## config.mk

```make
export PLATFORM = sky130hd
export DESIGN_NAME = multicycle_control_fsm
export DESIGN_NICKNAME = d
export VERILOG_FILES = /design/src/rtl/multicycle_control_fsm.sv
export SDC_FILE = /design/constraint.sdc
export NUM_CORES = 1
export LEC_CHECK = 0
export BUFFER_PORTS_ARGS = -buffer_cell sky130_fd_sc_hd__buf_2
export CAP_MARGIN = 20
export CORE_MARGIN = 3
export CORE_UTILIZATION = 34
export DETAILED_ROUTE_END_ITERATION = 12
export PLACE_DENSITY_LB_ADDON = 0.1
export SLEW_MARGIN = 20
export SYNTH_ARGS = -nofsm -noshare
export SYNTH_HDL_FRONTEND = slang
export SYNTH_SLANG_ARGS = --single-unit
```

## constraint.sdc

```tcl
create_clock -name clk -period 1.8 [get_ports clk]
set_input_delay 0.36 -clock clk [delete_from_list [all_inputs] [get_ports clk]]
set_output_delay 0.36 -clock clk [all_outputs]
set_load 0.01 [all_outputs]
```

## src/rtl/multicycle_control_fsm.sv

```systemverilog
// Multicycle MIPS-style main control unit: a Moore FSM whose datapath controls
// are decoded from the current state. In FETCH, IRWrite/PCWrite are
// additionally qualified by MemReady.
//
// Ports:
//   clk, rst_n        clock (rising edge) and async active-low reset
//   Op                instruction opcode field (OP_W bits)
//   MemReady          memory access completes this cycle
//   PCWrite .. ALUSrcA  single-bit datapath controls
//   PCSource, ALUSrcB, ALUOp  2-bit mux selects / ALU control class
//   State             current state code (debug)
//   IllegalOp         one-cycle pulse in DECODE on an undecodable opcode
//
// Parameters:
//   OP_W      opcode width (5..8)
//   WAIT_MEM  1: memory states stall on MemReady; 0: MemReady treated as 1
//   EN_BNE    1: bne (0x05) decoded; 0: 0x05 is illegal
module multicycle_control_fsm #(
  parameter int unsigned OP_W     = 6,
  parameter int unsigned WAIT_MEM = 1,
  parameter int unsigned EN_BNE   = 1
) (
  input  logic            clk,
  input  logic            rst_n,
  input  logic [OP_W-1:0] Op,
  input  logic            MemReady,
  output logic            PCWrite,
  output logic            PCWriteCond,
  output logic            PCWriteCondNe,
  output logic            IorD,
  output logic            MemRead,
  output logic            MemWrite,
  output logic            IRWrite,
  output logic            MemtoReg,
  output logic            RegWrite,
  output logic            RegDst,
  output logic            ALUSrcA,
  output logic [1:0]      PCSource,
  output logic [1:0]      ALUSrcB,
  output logic [1:0]      ALUOp,
  output logic [3:0]      State,
  output logic            IllegalOp
);

  localparam int unsigned ST_W = 4;

  typedef enum logic [ST_W-1:0] {
    S_FETCH  = 4'd0,
    S_DECODE = 4'd1,
    S_MEMADR = 4'd2,
    S_MEMRD  = 4'd3,
    S_MEMWB  = 4'd4,
    S_MEMWR  = 4'd5,
    S_EXEC   = 4'd6,
    S_ALUWB  = 4'd7,
    S_BRANCH = 4'd8,
    S_JUMP   = 4'd9,
    S_ADDIEX = 4'd10,
    S_ADDIWB = 4'd11
  } state_t;

  localparam logic [OP_W-1:0] OP_RTYPE = OP_W'(8'h00);
  localparam logic [OP_W-1:0] OP_LW    = OP_W'(8'h23);
  localparam logic [OP_W-1:0] OP_SW    = OP_W'(8'h2B);
  localparam logic [OP_W-1:0] OP_BEQ   = OP_W'(8'h04);
  localparam logic [OP_W-1:0] OP_BNE   = OP_W'(8'h05);
  localparam logic [OP_W-1:0] OP_J     = OP_W'(8'h02);
  localparam logic [OP_W-1:0] OP_ADDI  = OP_W'(8'h08);

  localparam logic BNE_ON = (EN_BNE != 0);

  state_t          r_state;
  state_t          w_next;
  logic [OP_W-1:0] r_op;
  logic            w_mem_rdy;

  // With WAIT_MEM=0 memory is assumed single-cycle
  assign w_mem_rdy = (WAIT_MEM != 0) ? MemReady : 1'b1;

  assign State = r_state;

  // State and latched-opcode registers
  always_ff @(posedge clk or negedge rst_n) begin
    if (!rst_n) begin
      r_state <= S_FETCH;
      r_op    <= '0;
    end else begin
      r_state <= w_next;
      if (r_state == S_DECODE) begin
        r_op <= Op;
      end
    end
  end

  // Next-state and control decode; everything is held at 0 while in reset so
  // an asserted reset cancels any in-flight register/memory/PC write at once.
  always_comb begin
    w_next        = r_state;
    PCWrite       = 1'b0;
    PCWriteCond   = 1'b0;
    PCWriteCondNe = 1'b0;
    IorD          = 1'b0;
    MemRead       = 1'b0;
    MemWrite      = 1'b0;
    IRWrite       = 1'b0;
    MemtoReg      = 1'b0;
    RegWrite      = 1'b0;
    RegDst        = 1'b0;
    ALUSrcA       = 1'b0;
    PCSource      = 2'b00;
    ALUSrcB       = 2'b00;
    ALUOp         = 2'b00;
    IllegalOp     = 1'b0;

    if (rst_n) begin
      case (r_state)
        S_FETCH: begin
          MemRead = 1'b1;
          ALUSrcB = 2'b01;
          IRWrite = w_mem_rdy;
          PCWrite = w_mem_rdy;
          if (w_mem_rdy) begin
            w_next = S_DECODE;
          end
        end
        S_DECODE: begin
          ALUSrcB = 2'b11;
          // Decode uses the live opcode; later states use the latched copy
          if ((Op == OP_LW) || (Op == OP_SW)) begin
            w_next = S_MEMADR;
          end else if (Op == OP_RTYPE) begin
            w_next = S_EXEC;
          end else if ((Op == OP_BEQ) || (BNE_ON && (Op == OP_BNE))) begin
            w_next = S_BRANCH;
          end else if (Op == OP_J) begin
            w_next = S_JUMP;
          end else if (Op == OP_ADDI) begin
            w_next = S_ADDIEX;
          end else begin
            w_next    = S_FETCH;
            IllegalOp = 1'b1;
          end
        end
        S_MEMADR: begin
          ALUSrcA = 1'b1;
          ALUSrcB = 2'b10;
          w_next  = (r_op == OP_LW) ? S_MEMRD : S_MEMWR;
        end
        S_MEMRD: begin
          MemRead = 1'b1;
          IorD    = 1'b1;
          if (w_mem_rdy) begin
            w_next = S_MEMWB;
          end
        end
        S_MEMWB: begin
          MemtoReg = 1'b1;
          RegWrite = 1'b1;
          w_next   = S_FETCH;
        end
        S_MEMWR: begin
          MemWrite = 1'b1;
          IorD     = 1'b1;
          if (w_mem_rdy) begin
            w_next = S_FETCH;
          end
        end
        S_EXEC: begin
          ALUSrcA = 1'b1;
          ALUOp   = 2'b10;
          w_next  = S_ALUWB;
        end
        S_ALUWB: begin
          RegDst   = 1'b1;
          RegWrite = 1'b1;
          w_next   = S_FETCH;
        end
        S_BRANCH: begin
          ALUSrcA       = 1'b1;
          ALUOp         = 2'b01;
          PCSource      = 2'b01;
          // Opcodes are distinct, so at most one of these can assert
          PCWriteCond   = (r_op == OP_BEQ);
          PCWriteCondNe = BNE_ON && (r_op == OP_BNE);
          w_next        = S_FETCH;
        end
        S_JUMP: begin
          PCWrite  = 1'b1;
          PCSource = 2'b10;
          w_next   = S_FETCH;
        end
        S_ADDIEX: begin
          ALUSrcA = 1'b1;
          ALUSrcB = 2'b10;
          w_next  = S_ADDIWB;
        end
        S_ADDIWB: begin
          RegWrite = 1'b1;
          w_next   = S_FETCH;
        end
        default: begin
          w_next = S_FETCH;
        end
      endcase
    end
  end

endmodule

```

==> impl_metrics.yaml, run 1 <==
synth:
  synthCells: 99
  ys_ff_latch: 10
  yosysSeqAreaShare_pct: 30.7
  syn_area_um2: 816
  synth_edf_count: 0
  ys_warn_count: 0
  synth-main-ff-cell: "dfrtp_1"
  avgSynthCellArea_um2: 8.24
  syn_nets: 108
  synthArstFlopShare_pct: 100
  synth_cell_types: 37
grt:
  grt_pass1_vias: 833
  grt_pass1_wl_mm: 3.86
  grt_max_degree: 16
  antenna_found_initial: 0
  grt_overflow: 0
  gr-usage-all-layers_pct: 18.4
cells_and_area:
  area_delta_synth_final_pct: 72.7
  fin_nets: 169
  final_core_util_pct: 62.5
  n_fill_cell: 212
  drive_gt1_share_pct: 60.4
  fin_cells: 187
  n_antenna_cell: 0
cts:
  cts_num_sinks: 10
  htreeDepth: 1
  cts_made_buffers: 3
  cts_tree: "done"
  clkTransAtPathRegs_ns: 0.07
  clkLatencyLatePin_ns: 0.28
  cts-root-buf: "clkbuf_4"
  cts_buffer_depth: 2
floorplanning:
  rows: 17
  dieHeight_um: 55.0
  coreArea_um2: 2250
  pin_count: 31
  dieArea_um2: 3020
  start_util_pct: 36.2
  die_x_um: 55.0
timing:
  fin_crit_ns: 1.82
  fin_skew_ns: 0.00272
  finalHoldViolCount: 0
  min_period_over_period_pct: 101
  worstMarginPinSlew_ns: 0.341
  setup_ws_ns: -0.0190
  final_max_slew_viol_count: 0
  max_slew_margin_pct: 77.1
  grt_setup_unrepaired: "yes"
  finalSetupViolations: 2
  fmax_mhz: 550
setup_path:
  cp.required_ns: 1.44
  cp-start-kind: "primary input"
  r2r-start: "State[0]$_DFFE_PN0P_"
  r2r.worst_path.cells: 5
  cp.arrival_ns: 1.46
  r2r_slack_ns: 0.16
  crit_fanout: 4
  crit_path_end_kind: "output pin"
  worstSetupPathType: "in -> out"
  worstReg2RegEnd: "State[1]$_DFFE_PN0P_"
status:
  failed_checks: "negative setup slack"
  status: "finished, violations left"
pwr:
  vdd_ir_drop_max_v: 0.000602
  p_leak_nw: 0.638
  power_density_nw_per_um2: 1070
route:
  drc: 0
  num_vias: 1012
  via_per_inst: 5.41
  wl_mm: 2.68
  avgRoutedWirePerCell_um: 14.3
  drt_iter0_markers: 26
  drtAntennaViolNets: 0
  first_pass_iters: 4
placement:
  gp_congestion: 0.736
  portBuffers: 30
  dp_hpwl_mm: 1.80
  dp.cells: 171
hold_path:
  hold_class: "in -> async"
job:
  cap_violations: 0
routing by layer:
layer  routed length, um  global-route usage, %
met1                1170                   24.4
met2                1290                   28.0
met3                 166                   4.02
met4                  43                   9.31
met5                   0                      0
Yosys cell counts, types with 3 or more instances:
| library cell | number | area [um^2] |
|---|---|---|
| dfrtp_1 | 10 | 250 |
| nor3_1 | 10 | 50.1 |
| nor2_1 | 9 | 33.8 |
| nand2_1 | 7 | 26.3 |
| mux2_2 | 6 | 67.6 |
| a21oi_1 | 5 | 25.0 |
| clkbuf_1 | 4 | 15.0 |
| nand3_1 | 4 | 20.0 |
| inv_1 | 3 | 11.3 |
| nand2b_1 | 3 | 18.8 |
| nor4b_1 | 3 | 26.3 |
| o21ai_0 | 3 | 15.0 |
| o21ai_1 | 3 | 15.0 |
flip-flops by register name, indices dropped and copies added, names as in the netlist:
name   cells
State      4
r_op       6
where the power goes:
group / total (W) / internal [W] / switching, W
Sequential: 0.000430 / 0.000318 / 0.000112
Clock: 0.000210 / 0.000123 / 0.0000867
Combinational: 0.000870 / 0.000472 / 0.000398
Total: 0.00151 / 0.000913 / 0.000597
worst max-delay path by stage:
stage / startpoint / to / slack, ns
after floorplan: State[1]$_DFFE_PN0P_ / IllegalOp / 0.001
after global placement: Op[3] / IllegalOp / -0.07
after detailed placement: Op[3] / IllegalOp / -0.08
after CTS: Op[3] / IllegalOp / -0.04
after global routing: State[1]$_DFFE_PN0P_ / IllegalOp / -0.11
final: Op[3] / IllegalOp / -0.02
cell usage in the layout, fill, tap and decap left out, types with 2 or more instances in the layout:
master,instances
nand2b_4,2
nand2_1,6
o21ai_0,3
clkbuf_4,3
dfrtp_1,7
a21oi_1,4
inv_1,3
nand3_1,3
o21ai_1,3
nor3_2,3
and3_1,2
buf_2,29
buf_4,25
buf_6,4
a31oi_1,2
nor3_1,7
dfrtp_2,3
mux2_2,6
xnor2_2,2
nor2_1,7
nor4b_2,2
o22ai_1,2
critical path: stages:
cell and delay (ns):
buf_4 0.13, or4_4 0.53, a21oi_2 0.13, nand3b_1 0.13
nor2b_1 0.05, buf_2 0.13
metrics by stage:
stage                     setup WS [ns]  cell area [um^2]  hold WS [ns]  power, W  setup TNS [ns]
after floorplan                 0.00142               816        0.0644  0.000825               0
after global placement          -0.0682              1120         0.199   0.00107         -0.0682
after detailed placement        -0.0835              1120         0.199   0.00109         -0.0835
after CTS                       -0.0407              1230        0.0879   0.00137         -0.0407
after global routing             -0.105              1410         0.113   0.00160          -0.540
final                           -0.0190              1410         0.111   0.00151         -0.0209
timing repair:
| action | in CTS | in global routing |
|---|---|---|
| pin swaps | 3 | 5 |
| setup buffers | 1 | 9 |
| hold buffers | 1 | 0 |
| gates cloned | 0 | 1 |
| endpoints found under the hold margin | 1 | 0 |
| setup endpoints to repair | 11 | 15 |
| resized for setup | 14 | 19 |
logic make-up (layout without fill, tap and decap cells):
family	count (synthesis)	after routing	synth area share, %
AOI/OAI and AO/OA	22	22	19.9
xor gates and xnor gates	2	2	2.15
buffers and inverters	8	68	3.83
DFF	10	10	30.7
muxes	6	6	8.28
and+or+nand+nor	51	51	35.1
layout make-up:
cell class / instances / area [um^2] / area share (%)
multi-input combinational: 81 / 639 / 45.4
sequential: 10 / 254 / 18.0
timing repair buffer: 61 / 433 / 30.7
tap: 28 / 35.0 / 2.49
clock buffer: 4 / 36.3 / 2.58
inverter: 3 / 11.3 / 0.799
Power figures use the tool's default switching activity.
==> run 2, diff against run 1 <==
--- a/config.mk
+++ b/config.mk
@@ -10,7 +10,9 @@
 export CORE_MARGIN = 3
 export CORE_UTILIZATION = 34
 export DETAILED_ROUTE_END_ITERATION = 12
+export MAX_ROUTING_LAYER = met4
 export PLACE_DENSITY_LB_ADDON = 0.1
+export SKIP_CTS_REPAIR_TIMING = 1
 export SLEW_MARGIN = 20
 export SYNTH_ARGS = -nofsm -noshare
 export SYNTH_HDL_FRONTEND = slang
==> run 2 against run 1 <==
Against the previous run: the flow still finishes with violations (negative setup slack); clock skew barely moved; fmax fell by 1.3%; utilization fell by 4.8 points; via count fell by 4.6%; power fell by 6.9%.
==> impl_metrics.yaml, run 2 (synthesis results as in run 1) <==
status:
  status: "finished, violations left"
  failed_checks: "negative setup slack"
cells_and_area:
  largest_register_ffs: 6
  n_antenna_cell: 0
  area_delta_synth_final_pct: 59.5
  final_common_cell: "buf_2"
  fin_nets: 163
  final_area_um2: 1300
  top_register: "r_op"
  drive_gt1_share_pct: 57.5
  layout_common_cells: "buf_2 (30), buf_4 (23), dfrtp_1 (8)"
  n_fill_cell: 223
setup_path:
  cp.required_ns: 1.44
  crit_path_end_kind: "output pin"
  r2r.worst_path.cells: 5
  cp-start-kind: "primary input"
  crit_fanout: 4
  crit_slowest_cell: "a211o_1"
  crit_top_cell: "buf_2"
  path_cells: "buf_2, buf_4, nor4b_2, a21oi_1, a211o_1, nor2b_1, buf_2"
  worstSetupPathType: "in -> out"
  r2r-start: "State[0]$_DFFE_PN0P_"
  worstReg2RegEnd: "State[1]$_DFFE_PN0P_"
  critPathMaxStageDelay_ns: 0.30
  cp.arrival_ns: 1.48
  r2r_slack_ns: 0.17
timing:
  setup_ws_ns: -0.0428
  finalSetupViolations: 1
  max_slew_margin_pct: 77.4
  finalHoldViolCount: 0
  tns_ns: -0.0428
  final_max_slew_viol_count: 0
  min_period_over_period_pct: 102
  grt_setup_unrepaired: "yes"
  fin_crit_ns: 1.84
  fin_skew_ns: 0.00311
  fmax_mhz: 543
  worstMarginPinSlew_ns: 0.337
route:
  avgRoutedWirePerCell_um: 13.3
  first_pass_iters: 4
  via_per_inst: 5.33
  num_vias: 965
  drtAntennaViolNets: 0
  wl_mm: 2.41
  drc: 0
  drt_iter0_markers: 24
pwr:
  vdd_ir_drop_max_v: 0.000605
  total_power_w: 0.00141
  power_density_nw_per_um2: 1080
  p_leak_nw: 0.585
cts:
  htreeDepth: 1
  cts_tree: "done"
  cts-root-buf: "clkbuf_4"
  clkTransAtPathRegs_ns: 0.07
  clkLatencyLatePin_ns: 0.27
  cts_buffer_depth: 2
  cts_made_buffers: 3
  cts_num_sinks: 10
grt:
  grt_overflow: 0
  grt_pass1_vias: 785
  gr-usage-all-layers_pct: 17.7
  grt_max_degree: 16
  grt_pass1_wl_mm: 3.63
  antenna_found_initial: 0
floorplanning:
  die_x_um: 55.0
  pin_count: 31
  dieHeight_um: 55.0
  rows: 17
  coreArea_um2: 2250
  dieArea_um2: 3020
  start_util_pct: 36.2
hold_path:
  hold_class: "in -> async"
placement:
  dp_hpwl_mm: 1.80
  portBuffers: 30
  gp_congestion: 0.745
  placed_cell_area_um2: 1120
job:
  cap_violations: 0
==> run 2: worst max-delay path by stage <==
stage	startpoint	to	slack [ns]	cells after the start
2_1_floorplan	State[1]$_DFFE_PN0P_	IllegalOp	0.001	4
3_3_place_gp	Op[3]	IllegalOp	-0.07	5
3_5_place_dp	Op[3]	IllegalOp	-0.08	5
4_1_cts	State[1]$_DFFE_PN0P_	IllegalOp	-0.20	5
5_1_grt	Op[3]	IllegalOp	-0.11	7
6_report	Op[3]	IllegalOp	-0.04	7
==> run 2: cell type report <==
cell class / count / area (um^2) / share of cell area [%]
timing repair buffer: 55 / 344 / 26.4
tap: 28 / 35.0 / 2.69
inverter: 3 / 11.3 / 0.865
clock buffer: 4 / 36.3 / 2.79
sequential: 10 / 253 / 19.4
multi-input combinational: 81 / 622 / 47.8
==> run 2: stage by stage <==
| stage | hold WS, ns | util, % | worst slack (ns) | std cells |
|---|---|---|---|---|
| floorplan | 0.0644 | - | 0.00142 | 99 |
| global placement | 0.199 | 49.8 | -0.0682 | 171 |
| detailed placement | 0.199 | 49.8 | -0.0835 | 171 |
| CTS | -0.0994 | 51.4 | -0.204 | 175 |
| global route | 0.124 | 57.7 | -0.111 | 181 |
| finish | 0.125 | 57.7 | -0.0428 | 181 |
==> run 2: routing by layer <==
metal,GRT usage [%],vias to the layer above,routed length (um),part of all wire (%)
met5,-,-,0,0
met4,8.50,0,30,1.2
met2,25.6,30,1100,46
met3,3.22,4,145,6.0
met1,23.6,450,1130,47
li1,-,481,-,-
==> run 2: power breakdown <==
part | switching, W | internal [W]
Sequential | 0.000109 | 0.000317
Combinational | 0.000369 | 0.000403
Clock | 0.0000849 | 0.000123
Total | 0.000563 | 0.000843
==> run 2: worst max-delay path: cells and delay by family <==
kind	cells	cell delay, ns
buffers and inverters	3	0.40
and+or+nand+nor	2	0.37
AOI/OAI and AO/OA	2	0.36
==> run 3, diff against run 2 <==
--- a/config.mk
+++ b/config.mk
@@ -5,6 +5,7 @@
 export SDC_FILE = /design/constraint.sdc
 export NUM_CORES = 1
 export LEC_CHECK = 0
+export ABC_AREA = 1
 export BUFFER_PORTS_ARGS = -buffer_cell sky130_fd_sc_hd__buf_2
 export CAP_MARGIN = 20
 export CORE_MARGIN = 3
==> run 3 against run 2 <==
Against the previous run: the flow still finishes with violations (negative setup slack); hold slack lost 0.10 ns; register-to-register slack gained 0.28 ns; power shrank 11%; count of clock-buffer cells in the layout is the same; non-clock buffer count shrank 14; clock power shrank 2%; critical endpoint is now PCWriteCondNe; largest cell class unchanged.
==> impl_metrics.yaml, run 3 <==
pwr:
  power_density_nw_per_um2: 1040
  vdd_ir_drop_max_v: 0.000480
  total_power_w: 0.00125
  p_leak_nw: 0.656
synth:
  yosysTopAreaCell: "dfrtp_1"
  synth_area_leaders: "dfrtp_1 (29%), nand2_1 (17%), nor2_1 (11%), nand3_1 (5.3%), inv_1 (4.9%)"
  yosysMostFrequentCell: "nand2_1"
  avgSynthCellArea_um2: 6.30
  ys_warn_count: 0
  synth_top_area_share_pct: 29.4
  synth-main-ff-cell: "dfrtp_1"
  synthArstFlopShare_pct: 100
  synth_cell_types: 25
  syn_nets: 144
  synth_edf_count: 0
  syn_area_um2: 851
  synth_commonest_cells: "nand2_1 (39), nor2_1 (25), inv_1 (11)"
  synthCells: 135
  ys_ff_latch: 10
  yosysSeqAreaShare_pct: 29.4
timing:
  finalHoldViolCount: 0
  max_slew_margin_pct: 79.9
  grt_setup_unrepaired: "yes"
  finalSetupViolations: 3
  min_period_over_period_pct: 102
  setup_ws_ns: -0.0353
  worstMarginPinSlew_ns: 0.299
  final_max_slew_viol_count: 0
  fin_crit_ns: 1.84
  fmax_mhz: 545
  fin_skew_ns: 0.000324
job:
  cap_violations: 0
cells_and_area:
  largest_register_ffs: 6
  fin_cells: 206
  final_common_cell: "nand2_1"
  fin_nets: 188
  area_delta_synth_final_pct: 41.3
  layout_common_cells: "nand2_1 (35), buf_2 (30), nor2_1 (23)"
  drive_gt1_share_pct: 44.9
  final_core_util_pct: 52.3
  n_antenna_cell: 0
  top_register: "r_op"
cts:
  cts_made_buffers: 3
  cts-root-buf: "clkbuf_4"
  clkTransAtPathRegs_ns: 0.07
  htreeDepth: 1
  cts_num_sinks: 10
  cts_tree: "done"
  clkLatencyLatePin_ns: 0.26
  cts_buffer_depth: 2
route:
  first_pass_iters: 4
  num_vias: 964
  drtAntennaViolNets: 0
  wl_mm: 2.28
  avgRoutedWirePerCell_um: 11.1
  drt_iter0_markers: 21
  drc: 0
  via_per_inst: 4.68
floorplanning:
  pin_count: 31
  rows: 17
  die_x_um: 56.0
  coreArea_um2: 2300
  dieHeight_um: 56.0
  start_util_pct: 37.0
  dieArea_um2: 3140
setup_path:
  r2r.worst_path.cells: 9
  r2r_slack_ns: 0.45
  crit_top_cell: "nor2_4"
  crit_path_end_kind: "output pin"
  path_cells: "inv_4, nor2_4, nand2_4, nor2_4, nand3_2, nor3b_2, buf_2"
  cp-start-kind: "flip-flop"
  r2r-start: "State[1]$_DFFE_PN0P_"
  worstSetupPathType: "reg -> out"
  critPathMaxStageDelay_ns: 0.44
  cp_num_buf_inv: 2
  critical_path.top_delay_family: "simple AND/OR/NAND/NOR gates"
  cp.required_ns: 1.44
  worstReg2RegEnd: "State[3]$_DFFE_PN0P_"
  crit_fanout: 5
  cp.arrival_ns: 1.48
  crit_slowest_cell: "dfrtp_2"
placement:
  dp_hpwl_mm: 1.82
  portBuffers: 30
  dp.cells: 196
  gp_congestion: 0.810
grt:
  grt_pass1_wl_mm: 3.84
  antenna_found_initial: 0
  grt_max_degree: 13
  grt_overflow: 0
  gr-usage-all-layers_pct: 15.6
  grt_pass1_vias: 880
status:
  failed_checks: "negative setup slack"
  status: "finished, violations left"
hold_path:
  hold_class: "in -> async"
## run 3: changes by cell type in the layout (fill, tap and decap cells not counted), sizes merged, moves of 2 or more
cell    delta
nand2b     -3
nand3      +6
mux2       -6
xnor2      -2
buf       -13
inv       +13
nor2b      -2
o21ai      +2
nor3       -8
nand2     +36
nor4b      -3
and3       -2
nor2      +23
## run 3: kinds of logic (layout without fill, tap and decap cells)
logic type	after synthesis	in the layout	synth area share, %
and+or+nand+nor	91	91	49.4
buffers and inverters	18	61	8.82
AOI/OAI and AO/OA	16	16	12.4
DFF	10	10	29.4
## run 3: area by class of cell
type	instances	area (um^2)
Fill cell	234	1090
Multi-Input combinational cell	107	574
Sequential cell	10	255
Timing Repair Buffer	41	236
Inverter	16	65.1
Clock buffer	4	36.3
Tap cell	28	35.0
## run 3: power breakdown
part	total [W]	switching, W	leakage [nW]	internal, W
Sequential	0.000410	0.0000954	0.121	0.000314
Clock	0.000204	0.0000814	0.0210	0.000123
Combinational	0.000636	0.000381	0.513	0.000255
## run 3: worst max-delay path by stage
stage | startpoint | end | slack (ns) | cells after the start
after detailed placement | State[0]$_DFFE_PN0P_ | IllegalOp | 0.15 | 7
after CTS | State[0]$_DFFE_PN0P_ | IllegalOp | -0.15 | 7
after floorplan | State[2]$_DFFE_PN0P_ | IllegalOp | 0.20 | 5
after global routing | State[3]$_DFFE_PN0P_ | PCWriteCondNe | -0.14 | 7
final | State[3]$_DFFE_PN0P_ | PCWriteCondNe | -0.04 | 7
after global placement | State[3]$_DFFE_PN0P_ | PCWriteCondNe | 0.18 | 7
## run 3: metrics by stage
step	setup TNS [ns]	area (um^2)	hold WS, ns	setup WS (ns)
finish	-0.0513	1200	0.0218	-0.0353
global route	-0.719	1200	0.0263	-0.140
CTS	-0.461	1090	0.0202	-0.155
detailed placement	0	1060	0.310	0.151
global placement	0	1060	0.304	0.178
floorplan	0	851	0.0644	0.203
## run 3: routing by layer
layer  GRT usage [%]  share of wire (%)
met1            21.5                 51
met2            22.4                 42
met3            1.39                5.1
met4            8.14                2.0
met5               -                  0
